<file path="src/rtl/dls_fault_manager.sv">
// dls_fault_manager: filters lockstep mismatches, latches faults, counts events, AHB-Lite status/control
module dls_fault_manager #(
  parameter int PERSIST_CYCLES = 3,
  parameter int MAX_FAULTS     = 4,
  parameter int CNT_W          = 16
) (
  input  logic        HCLK,
  input  logic        HRESET,
  input  logic [4:0]  MISMATCH,
  input  logic        HSEL,
  input  logic [31:0] HADDR,
  input  logic [1:0]  HTRANS,
  input  logic        HWRITE,
  input  logic [31:0] HWDATA,
  input  logic        HREADY,
  output logic [31:0] HRDATA,
  output logic        HREADYOUT,
  output logic        DLS_FAULT,
  output logic        DLS_IRQ,
  output logic        SAFE_BLANK
);
  typedef enum logic [1:0] {ST_OK, ST_SUSPECT, ST_FAULT, ST_LOCKED} state_e;
  state_e           state_q, state_d;
  logic [7:0]       run_q, run_d;
  logic [4:0]       cause_q, cause_d;
  logic [CNT_W-1:0] fcnt_q, fcnt_d, tcnt_q, tcnt_d, fcnt_inc;
  logic             pend_q, pend_d, en_q, en_d;
  logic             dph_v_q, dph_w_q;
  logic [1:0]       dph_a_q;
  logic             any, ctrl_wr, clear, enter;
  logic             unused_bits;
  assign any         = |MISMATCH;
  assign ctrl_wr     = dph_v_q & dph_w_q & (dph_a_q == 2'd3);
  assign clear       = ctrl_wr & HWDATA[0];
  assign fcnt_inc    = &fcnt_q ? fcnt_q : fcnt_q + CNT_W'(1);
  assign unused_bits = ^{HADDR[31:4], HADDR[1:0], HWDATA[31:2], HTRANS[0]};
  // AHB address phase capture for the following data phase
  always_ff @(posedge HCLK or posedge HRESET) begin
    if (HRESET) begin
      dph_v_q <= 1'b0;
      dph_w_q <= 1'b0;
      dph_a_q <= 2'd0;
    end else begin
      dph_v_q <= HSEL & HREADY & HTRANS[1];
      dph_w_q <= HWRITE;
      dph_a_q <= HADDR[3:2];
    end
  end
  // fault-manager state and counters
  always_ff @(posedge HCLK or posedge HRESET) begin
    if (HRESET) begin
      state_q <= ST_OK;
      run_q   <= '0;
      cause_q <= '0;
      fcnt_q  <= '0;
      tcnt_q  <= '0;
      pend_q  <= 1'b0;
      en_q    <= 1'b0;
    end else begin
      state_q <= state_d;
      run_q   <= run_d;
      cause_q <= cause_d;
      fcnt_q  <= fcnt_d;
      tcnt_q  <= tcnt_d;
      pend_q  <= pend_d;
      en_q    <= en_d;
    end
  end
  // next state: persistence filtering, fault entry (which overrides a same-cycle CLEAR), clearing
  always_comb begin
    state_d = state_q;
    run_d   = run_q;
    cause_d = cause_q;
    fcnt_d  = fcnt_q;
    tcnt_d  = tcnt_q;
    pend_d  = pend_q;
    en_d    = ctrl_wr ? HWDATA[1] : en_q;
    enter   = 1'b0;
    case (state_q)
      ST_OK: if (any) begin
        state_d = ST_SUSPECT;
        run_d   = 8'd1;
        cause_d = MISMATCH;
        enter   = (PERSIST_CYCLES == 1);
      end
      ST_SUSPECT: if (any) begin
        run_d   = run_q + 8'd1;
        cause_d = cause_q | MISMATCH;
        enter   = (run_q + 8'd1 == 8'(PERSIST_CYCLES));
      end else begin
        state_d = ST_OK;
        run_d   = '0;
        cause_d = '0;
        tcnt_d  = &tcnt_q ? tcnt_q : tcnt_q + CNT_W'(1);
      end
      ST_FAULT: if (clear) begin
        pend_d  = 1'b0;
        state_d = any ? ST_FAULT : ST_OK;
        cause_d = any ? cause_q : 5'd0;
      end
      default: pend_d = clear ? 1'b0 : pend_q;
    endcase
    if (enter) begin
      fcnt_d  = fcnt_inc;
      pend_d  = 1'b1;
      run_d   = '0;
      state_d = (fcnt_inc >= CNT_W'(MAX_FAULTS)) ? ST_LOCKED : ST_FAULT;
    end
  end
  // outputs decoded from registered state; read data only in a read data phase
  always_comb begin
    HREADYOUT  = 1'b1;
    DLS_FAULT  = state_q[1];
    SAFE_BLANK = (state_q == ST_LOCKED);
    DLS_IRQ    = pend_q & en_q;
    HRDATA     = !(dph_v_q & !dph_w_q) ? 32'd0 :
                 (dph_a_q == 2'd0) ? {23'd0, en_q, pend_q, cause_q, state_q} :
                 (dph_a_q == 2'd1) ? 32'(fcnt_q) :
                 (dph_a_q == 2'd2) ? 32'(tcnt_q) : {30'd0, en_q, 1'b0};
  end
endmodule
</file>
<file path="config.mk">
export PLATFORM = sky130hd
export DESIGN_NAME = dls_fault_manager
export DESIGN_NICKNAME = d
export VERILOG_FILES = /design/src/rtl/dls_fault_manager.sv
export SDC_FILE = /design/constraint.sdc
export NUM_CORES = 1
export LEC_CHECK = 0
export ABC_AREA = 1
export BUFFER_PORTS_ARGS = -buffer_cell sky130_fd_sc_hd__buf_2
export CAP_MARGIN = 20
export CORE_MARGIN = 5
export CORE_UTILIZATION = 56
export DETAILED_ROUTE_END_ITERATION = 16
export PLACE_DENSITY = 0.86
export SLEW_MARGIN = 20
export SYNTH_ARGS = -nofsm -noshare
export SYNTH_HDL_FRONTEND = slang
export SYNTH_SLANG_ARGS = --single-unit
</file>
<file path="constraint.sdc">
create_clock -name HCLK -period 4.14 [get_ports HCLK]
set_input_delay 0.414 -clock HCLK [delete_from_list [all_inputs] [get_ports HCLK]]
set_output_delay 0.414 -clock HCLK [all_outputs]
set_load 0.05 [all_outputs]
</file>
# After elaboration in Yosys (flattened, before gate mapping)

Cells that the tools add are included.

Bits in read-only memories: 0
Bits in latches: 0
Register bits: 53
RAM bits: 0
Memories kept: 0

Bitwise gates (word level): 10
Add/subtract/negate cells: 3
Reduce and logical (&&, ||, !) cells: 16
Multiply operators: 0
Divide/modulo/power cells: 0
Equal/unequal tests: 14
Shift operators: 0
Multiplexer cells: 26
$lt $le $gt $ge: 1

Operators by type and width:

| cell                                                                | number |
|---|---|
| 2-to-1 mux 16 bit                                                   | 5 |
| adder 16 x 1 -> 16 bit (second input constant)                      | 2 |
| AND reduction 16 bit                                                | 2 |
| 2-to-1 mux 8 bit                                                    | 3 |
| 2-to-1 mux 5 bit                                                    | 4 |
| greater-or-equal comparator 16 x 3 -> 1 bit (second input constant) | 1 |
| case mux 8 bit (2 select lines)                                     | 1 |
| case mux 5 bit (3 select lines)                                     | 1 |
| 2-to-1 mux 2 bit                                                    | 5 |
| != test 3 bit (second input constant)                               | 3 |
| adder 8 x 1 -> 8 bit (second input constant)                        | 1 |
| equality test 2 bit (second input constant)                         | 4 |
| equality test 8 x 2 -> 1 bit (second input constant)                | 1 |
| AND reduction 4 bit                                                 | 2 |
| AND 1 bit                                                           | 7 |
| 2-to-1 mux 1 bit                                                    | 6 |
| != test 2 bit (second input constant)                               | 3 |
| case mux 2 bit (3 select lines)                                     | 1 |
| nonzero test 3 bit                                                  | 2 |
| OR 5 bit                                                            | 1 |
| OR reduction 5 bit                                                  | 1 |
| equality test 2 x 1 -> 1 bit (second input constant)                | 2 |
| zero test 2 bit                                                     | 2 |
| AND reduction 2 bit                                                 | 2 |
| other kinds (7)                                                     | 8 |

# Logic depth before layout (Yosys ltp)

Gate-level depths: netlist (run 1).

Depth in word-level cells: 6
Mapped depth: 13
Mapped depth without buffers: 13

# Worst setup path before layout (run 1)

OpenSTA, ideal clock, no wires.

Path kind: flip-flop to output port
From: register dph_a_q[1]
To: output port HRDATA[1]
Buffers on the path: 0
Data required time: 3.726 ns
Arrival: 1.740 ns
Path slack: 1.986 ns
Stages on the path, launching flop included: 6
Cells stage by stage: dfrtp_1 > nor2_2 > inv_1 > nand3_1 > o21ai_0 > a21oi_1

Word-level cells in the longest chain between the ends: 5

Ends and longest elaborated chain:

| element                  | RTL line | text |
|---|---|---|
| start: declaration       | 29       | `logic [1:0] dph_a_q;` |
| start signal: assignment | 46       | `dph_a_q <= HADDR[3:2];` |
| equality test 2 bit      | 119      | `(dph_a_q == 2'd2) ? 32'(tcnt_q) : {30'd0, en_q, 1'b0};` |
| 2-to-1 mux 16 bit        | 119      |  |
| 2-to-1 mux 16 bit        | 118      | `(dph_a_q == 2'd1) ? 32'(fcnt_q) :` |
| 2-to-1 mux 16 bit *      | 117      | `(dph_a_q == 2'd0) ? {23'd0, en_q, pend_q, cause_q, state_q} :` |
| 2-to-1 mux 16 bit *      | 116      | `HRDATA = !(dph_v_q & !dph_w_q) ? 32'd0 :` |
| end: declaration         | 16       | `output logic [31:0] HRDATA,` |

Mark *: on every way between the ends. The rest lies on a longest branch, timed or not.

# Worst setup path in the final report (run 1)

From: register dph_a_q[1]
To: output port HRDATA[8]

The elaborated chain is that of the path after synthesis.

==> results of run 1 <==
-- cells by family after synthesis --
kind of cell / share of synthesized area, %
buffers and inverters: 11.8
other: 0.203
flip-flops: 35.8
XOR/XNOR: 4.26
AND/OR/NAND/NOR: 33.1
adder cells (fa/ha/maj): 3.04
AO/OA/AOI/OAI: 11.4
multiplexers: 0.304
-- routing by layer --
metal / up-vias / routed length (µm)
li1: 1684 / -
met1: 1600 / 3870
met2: 123 / 3980
met3: 8 / 549
met4: 0 / 82
met5: - / 0
-- worst paths after layout --
check                                 from          to  slack, ns  cells after the start
min in group HCLK                 HADDR[3]  dph_a_q[1]       0.22                      1
worst min register to register   tcnt_q[2]   tcnt_q[2]       0.53                      1
max in group asynchronous           HRESET  fcnt_q[15]       3.43                      3
worst max-delay path            dph_a_q[1]   HRDATA[8]       1.65                      7
worst max register to register  state_q[1]  state_q[0]       1.72                      9
worst min-delay path                HRESET  cause_q[2]       0.15                      2
-- stage by stage --
step / worst slack, ns / total power [W] / cells / hold WS, ns / utilization, %
after floorplan: 1.99 / 0.00124 / 526 / 0.445 / -
final: 1.65 / 0.00165 / 625 / 0.148 / 62.0
after global routing: 1.46 / 0.00179 / 625 / 0.201 / 62.0
after CTS: 1.62 / 0.00166 / 625 / 0.163 / 62.0
after global placement: 1.83 / 0.00134 / 616 / 0.490 / 60.4
after detailed placement: 1.80 / 0.00137 / 617 / 0.490 / 60.7
-- power breakdown --
group | total, W | switching (W) | leakage (nW) | internal (W)
combinational | 0.000672 | 0.000466 | 1.40 | 0.000206
clock | 0.000283 | 0.000162 | 0.0395 | 0.000121
sequential | 0.000698 | 0.0000888 | 0.623 | 0.000609
-- area by class of cell --
cell class | count | area [µm²]
inverters | 73 | 277
flip-flops and latches | 53 | 1330
well taps | 77 | 96.3
fillers | 581 | 2430
clock buffers | 8 | 80.1
multi-input cells | 380 | 1990
repair buffers | 34 | 185
-- sequential cells by signal, indices dropped and copies added (netlist names) --
signal / count
dph_v_q: 1
run_q: 8
state_q: 2
tcnt_q: 16
pend_q: 1
en_q: 1
dph_w_q: 1
cause_q: 5
fcnt_q: 16
dph_a_q: 2
-- cell usage after synthesis, types with 4 or more instances --
cell,count
sky130_fd_sc_hd__a21oi_1,20
sky130_fd_sc_hd__buf_4,17
sky130_fd_sc_hd__dfrtp_1,53
sky130_fd_sc_hd__ha_1,9
sky130_fd_sc_hd__inv_1,68
sky130_fd_sc_hd__nand2_1,119
sky130_fd_sc_hd__nand2_2,11
sky130_fd_sc_hd__nand3_1,30
sky130_fd_sc_hd__nand4_1,11
sky130_fd_sc_hd__nor2_1,57
sky130_fd_sc_hd__nor2_2,4
sky130_fd_sc_hd__nor2_4,5
sky130_fd_sc_hd__nor3_1,7
sky130_fd_sc_hd__nor3_2,5
sky130_fd_sc_hd__o21ai_0,31
sky130_fd_sc_hd__o21ai_1,6
sky130_fd_sc_hd__o21bai_1,4
sky130_fd_sc_hd__o22ai_1,8
sky130_fd_sc_hd__xor2_1,16
-- worst register-to-register path, delay by kind of cell, from the launching register on --
| family | cells | cell delay (ns) |
|---|---|---|
| flip-flops | 1 | 0.47 |
| adder cells (fa/ha/maj) | 1 | 0.29 |
| AND/OR/NAND/NOR | 7 | 1.44 |
| buffers and inverters | 1 | 0.13 |
==> impl.org, run 1 <==
** STA
- The worst pin sits at a relative slew slack of 60.9%.
- Setup repair after global routing missed its margin :: no
- For the pin with the worst max-slew slack, the measured transition is 0.585 ns.
- Setup violations remaining at the end of the flow were counted as 0.
- The number of slew-limit violations in the final report was 0.
- For this run, the top clock speed supported by timing is 401 MHz.
- Accumulated negative setup slack :: 0 ns
- Final clock skew :: 0.00462 ns
- Count of final hold-check violations :: 0
- Fraction of the cycle the final worst path needs :: 60.2%
- Final critical delay including setup and external delays :: between 2 and 2.5 ns

** Worst setup path
- Most numerous cell on the critical path :: sky130_fd_sc_hd__inv_1
- Data arrives at the worst endpoint at 2.08 ns.
- Of all nets on the critical path, the largest fanout is 9.
- Required @ worst endpoint :: 3.73 ns
- The largest single stage delay on the critical path is 0.44 ns.
- The largest individual stage delay along the critical path comes from the cell sky130_fd_sc_hd__dfrtp_1.
- The signal on the critical path passes through inv_1 -> nor2_2 -> clkinv_1 -> o221ai_1 -> nand2_1 -> inv_1 -> buf_2.
- The setup path with the least slack is of type reg2out.
- Crit path launch type :: flop
- Category of cells accounting for the largest share of critical-path delay :: buffers and inverters
- Buffers & Inverters on Critical Path :: 4
- Crit path capture type :: output port

** Cells and area
- Highest-count cells in the layout ignoring fill and taps :: 119 x sky130_fd_sc_hd__nand2_1, 67 x sky130_fd_sc_hd__inv_1, 57 x sky130_fd_sc_hd__nor2_1
- Diodes inserted :: 0
- Final non-filler cell area :: 3960 µm²
- In the final layout, the share of cells above drive strength 1 is 14.1%.
- Syn-to-layout area delta :: 6.93%
- Number of nets in the layout :: 632
- Most common cell after layout, fill and taps aside :: sky130_fd_sc_hd__nand2_1

** Placed design
- Detailed Place HPWL :: 6650 µm
- Cell Area, Placed :: 3880 µm²
- In this run the tool buffered the top-level ports with 33 buffer cells.
- Routability-driven placement finished with a final weighted congestion of 0.915.

** CTS
- After clock tree synthesis, the clock-pin slew on the worst setup and hold paths is 0.09 ns.
- Number of buffers created by CTS :: 5
- Maximum number of buffers from clock root to sink :: 2
- CTS saw 53 sinks.
- Count of cells resized by post-cts repair :: 0
- Count of buffers added by post-CTS timing repair for setup :: 0
- After clock tree synthesis, the flow added hold-fix buffers numbering 0.
- Clock root buffer :: sky130_fd_sc_hd__clkbuf_8
- Worst skew pair latency :: 0.30 ns
- CTS tree :: built
- Count of H-tree levels built during CTS :: 2

** Synth
- Avg Inst Size Synth :: 7.24 µm²
- Cell Area, Synth :: between 3000 and 4000 µm²
- By area the synthesized netlist is led by sky130_fd_sc_hd__dfrtp_1 36%, sky130_fd_sc_hd__nand2_1 12%, sky130_fd_sc_hd__inv_1 6.9%.
- Share of synthesized flip-flops with an asynchronous set or reset :: 100%
- Of all cell types, the one taking the most synthesized area is sky130_fd_sc_hd__dfrtp_1.
- Yosys mapped the design onto 38 distinct sky130hd cell types.
- Count of state elements after synthesis :: 53
- Of the synthesized area, sequential elements account for 35.8%.
- Most common flop cell mapped by yosys :: sky130_fd_sc_hd__dfrtp_1
- For this run, the number of Yosys warnings is 0.
- Of the post-synthesis cell area, the dominant cell type holds 35.8%.
- Number of enable-type register cells in the synthesized netlist :: 0
- The cell count after synthesis came out at 511.

** Floorplanning
- After floorplanning, the core was sized to cover 6390 µm².
- The die covers between 8000 and 9000 µm².
- Pin placement for this block handled 112 I/O pins.
- The die is 91.3 µm tall.
- Initial standard-cell utilization of the core :: 58.0%
- Die X :: 91.3 µm
- The floorplan has 29 rows.

** Route
- In the final routed layout, each cell accounts on average for 13.6 µm.
- Wire length reported by the detailed router :: between 8000 and 9000 µm
- Detailed routing inserted a total of 3415 vias.
- For this block, the initial DRC count from the detailed router was approximately 250.
- Count of TritonRoute iterations in the first routing pass :: 5
- Once detail routing completed, the nets flagged for antenna violations numbered 0.
- For this run, design rule violations remaining after detail routing come to 0.
- Using the TritonRoute via totals, the vias-per-cell ratio works out to 5.46.

** Global route
- Antenna violations before repair :: 0
- Global-route usage over all layers :: roughly a fifth
- In this run the most used layer during global routing was met2.
- GR met3 Demand/Resource :: about 3.1%
- Global-route wire length before repair :: 14800 µm
- The number of global-route vias before repair came to approximately 3300.
- Pin count of the biggest net entering global routing :: 37
- For this run the aggregate overflow at the end of global routing stands at 0.
- For this run, global-route usage on met1 was measured as 29.5%.
- For this run, global-route usage on met2 was measured as 34.8%.

** Pwr
- Ratio of total power to cell area :: 418 nW/µm²
- Leakage power of the design :: around 2.1 nW
- IR drop worst, VDD :: 0.431 mV

** Hold path
- The tightest min-delay check is of the in2async type.

** Status
- Status :: finished clean

** Job
- Max_cap viols :: 0
(Power assumes the default switching activity.)
==> run 2: changes to the inputs <==
Settings changed: CORE_UTILIZATION 56 to 47, PLACE_DENSITY 0.86 to 0.77.
Clock period 4.14 ns to 2 ns, I/O delays scaled along.
==> impl.org, run 2 (same netlist as run 1, synthesis figures left out) <==
** Worst setup path
- Buffers & Inverters on Critical Path :: 3 (-1)
- In this design, the critical path's most frequently occurring cell is sky130_fd_sc_hd__inv_1.
- Category of cells accounting for the largest share of critical-path delay :: flip-flops
- Crit Path Max Fanout :: 8 (-1)
- The worst reg2reg path depth came to 10 (+1).
- The critical path goes through nor2_2 -> inv_1 -> o22ai_1 -> o21ai_0 -> inv_1 -> clkbuf_4.
- The worst register-to-register path ends at fcnt_q[0].
- Biggest cell delay along the critical path :: 0.47 ns (+0.03 ns)
- STA classifies the critical path endpoint as an output port.
- The flop-to-flop setup slack came to 0.13 ns (-1.59 ns).
- Crit path launch type :: flop
- The arrival time reported for the critical path endpoint is 1.70 ns (-0.38 ns).
- Required @ worst endpoint :: 1.80 ns (-1.93 ns)
- The worst register-to-register path begins at run_q[1].
- Category of the most critical setup path :: reg2out
- Critical-path top delay cell :: sky130_fd_sc_hd__dfrtp_2

** Cells and area
- Number of nets in the layout :: 651 (+3.0%)
- The area of all placed cells without fillers is 4230 µm² (+6.8%).
- The number of diodes added for antenna fixing came to 0 (unchanged).
- The share of layout cells above drive strength 1 was 18.3% (+4.3 points).
- The largest registers in the layout are fcnt_q: 16 flops, tcnt_q: 16 flops, run_q: 8 flops.
- The area growth from synthesis to layout is 14.2%.
- Most common cell after layout, fill and taps aside :: sky130_fd_sc_hd__nand2_1
- The library cells used most frequently in the layout, excluding fill and tap cells, are 119 x sky130_fd_sc_hd__nand2_1, 66 x sky130_fd_sc_hd__inv_1, 55 x sky130_fd_sc_hd__nor2_1.
- The area used by sequential logic in the layout is 1330 µm² (+0.19%).
- The layout filler cell count was 740 (+27%).
- The area of the multi-input gates is 2020 µm² (+1.4%).

** Pwr
- The peak ir drop on the vdd network is 0.501 mV (+16%).
- The leakage dissipation came to 2.16 nW (+4.9%).
- The sum of internal, switching and leakage power came to 0.00371 W (+120%).
- The ratio of total power to cell area was 878 nW/µm² (+110%).

** Floorplanning
- The vertical extent of the die came to 98.7 µm (+8.2%).
- The effective utilization at floorplan was 48.1% (-9.8 points).
- Die X :: 98.7 µm (+8.2%)
- Total die area :: 9750 µm² (+17%)
- Core Footprint :: 7690 µm² (+20%)
- The top-level port count is 112 (unchanged).
- The number of standard-cell rows in the floorplan was 32 (+10%).

** CTS
- The clock network latency to the later pin of the worst-skew pair was 0.31 ns (about the same).
- Clock Sink Count :: 53 (unchanged)
- Count of H-tree levels built during CTS :: 2 (unchanged)
- The tree is rooted in a sky130_fd_sc_hd__clkbuf_8.
- The clock slew at the register clock pins of the worst setup and hold paths is 0.10 ns (about the same).
- Maximum number of buffers from clock root to sink :: 2 (unchanged)
- The total clock buffers created by CTS is 5 (unchanged).
- TritonCTS built the clock tree.

** Hold path
- Path category of the worst min-delay check :: in2reg
- The worst hold path terminates at dph_v_q.
- The worst hold path begins at HREADY.
- Cells on Worst Hold Path :: 2

** Placed design
- The weighted congestion at the end of routability-driven global placement was 0.892 (-2.5%).
- The count of buffers inserted at the top-level ports is 33 (unchanged).
- Detailed Place HPWL :: 6950 µm (+4.6%)
- The worst setup slack before clock tree synthesis was 0.0745 ns (-1.73 ns).
- Cell Area, Placed :: 4010 µm² (+3.3%)

** Global route
- The maximum number of pins on one net before global-route repair came to 54 (+46%).
- The wire length of the first global-routing pass was 14900 µm (+0.89%).
- Vias in the first global route :: 3346 (+2.3%)
- Global-route usage over all layers :: 18.3% (-2.8 points)
- The total overflow reported by the global router was 0 (unchanged).
- The number of antenna violations at the first check in global routing was 0 (unchanged).

** Status
- Status :: finished clean

** STA
- Number of max-slew violations in the final report :: 0 (unchanged)
- The worst hold slack across all endpoints came to 0.122 ns (-0.0258 ns).
- Count of final hold-check violations :: 0 (unchanged)
- Fraction of the cycle the final worst path needs :: between 90% and 100%
- Setup slack of the critical path after layout :: 0.0994 ns (-1.55 ns)
- The routed design could run at a clock period as short as 1.90 ns.
- Setup repair after global routing missed its margin :: yes
- Setup violation total in the final timing report :: 0 (unchanged)
- Final clock skew :: 0.00780 ns (+0.00318 ns)
- Based on the critical path, the design can be clocked at up to 526 MHz.
- Accumulated negative setup slack :: 0 ns (unchanged)

** Route
- The count of vias placed by the detailed router is 3457 (+1.2%).
- The total wire length after detailed routing was 8900 µm (+5.0%).
- The routed wire length per instance was 13.3 µm (-2.0%).
- Final antenna-violating net count :: 0 (unchanged)
- The via density per instance is 5.17 (-5.4%).
- The DRC violation count after routing was 0 (unchanged).
- The first-pass iteration count of the detailed router came to 4 (-1).
- DRT iter0 DRCs :: 181 (-28%)

** Job
- The number of violations of the max-capacitance limit was 0 (unchanged).
-- run 2: cell type report --
cell class,count,share of cell area (%)
inverter,73,6.57
sequential,53,31.4
clock inverter,2,0.918
timing repair buffer,53,8.47
tap,102,3.02
clock buffer,6,1.72
multi-input combinational,380,47.9
-- run 2: through the flow --
stage / std cells / utilization [%]
3_5_place_dp: 655 / 52.1
4_1_cts: 667 / 54.2
6_report: 669 / 55.0
2_1_floorplan: 526 / -
5_1_grt: 669 / 55.0
3_3_place_gp: 655 / 52.1
-- run 2: routing by layer --
layer  global-route usage [%]  wire length (µm)  up-vias
met4                     5.46               112        0
li1                         -                 -     1716
met5                        0                 0        -
met3                     4.39               569       11
met1                     23.2              3870     1612
met2                     31.0              4350      118
-- run 2: what timing repair did --
item / CTS / global route
endpoints found under the setup margin: 4 / 19
setup buffers: 0 / 2
hold endpoints to repair: 56 / 0
gates cloned: 0 / 0
resized for setup: 3 / 16
pin swaps: 0 / 2
hold buffers: 4 / 0
-- run 2: where the power goes --
group,leakage (nW),internal [W],switching [W]
sequential,0.621,0.00126,0.000164
clock,0.0554,0.000376,0.000368
combinational,1.48,0.000528,0.00101
-- run 2: worst max path at each step --
stage	start	end	slack (ns)	cells after the start
4_1_cts	dph_a_q[1]	HRDATA[1]	0.02	8
3_3_place_gp	fcnt_q[0]	state_q[0]	0.08	13
5_1_grt	dph_a_q[0]	HRDATA[2]	-0.008	6
6_report	dph_a_q[0]	HRDATA[0]	0.1	6
2_1_floorplan	state_q[1]	cause_q[4]	0.02	8
3_5_place_dp	fcnt_q[0]	state_q[0]	0.07	13
-- run 2: worst reg2reg max path, delay by kind of cell (launching register included) --
| kind | cells | cell delay [ns] |
|---|---|---|
| flip-flops | 1 | 0.42 |
| XOR/XNOR | 1 | 0.16 |
| buffers and inverters | 1 | 0.20 |
| AND/OR/NAND/NOR | 7 | 0.72 |
| adder cells (fa/ha/maj) | 1 | 0.27 |
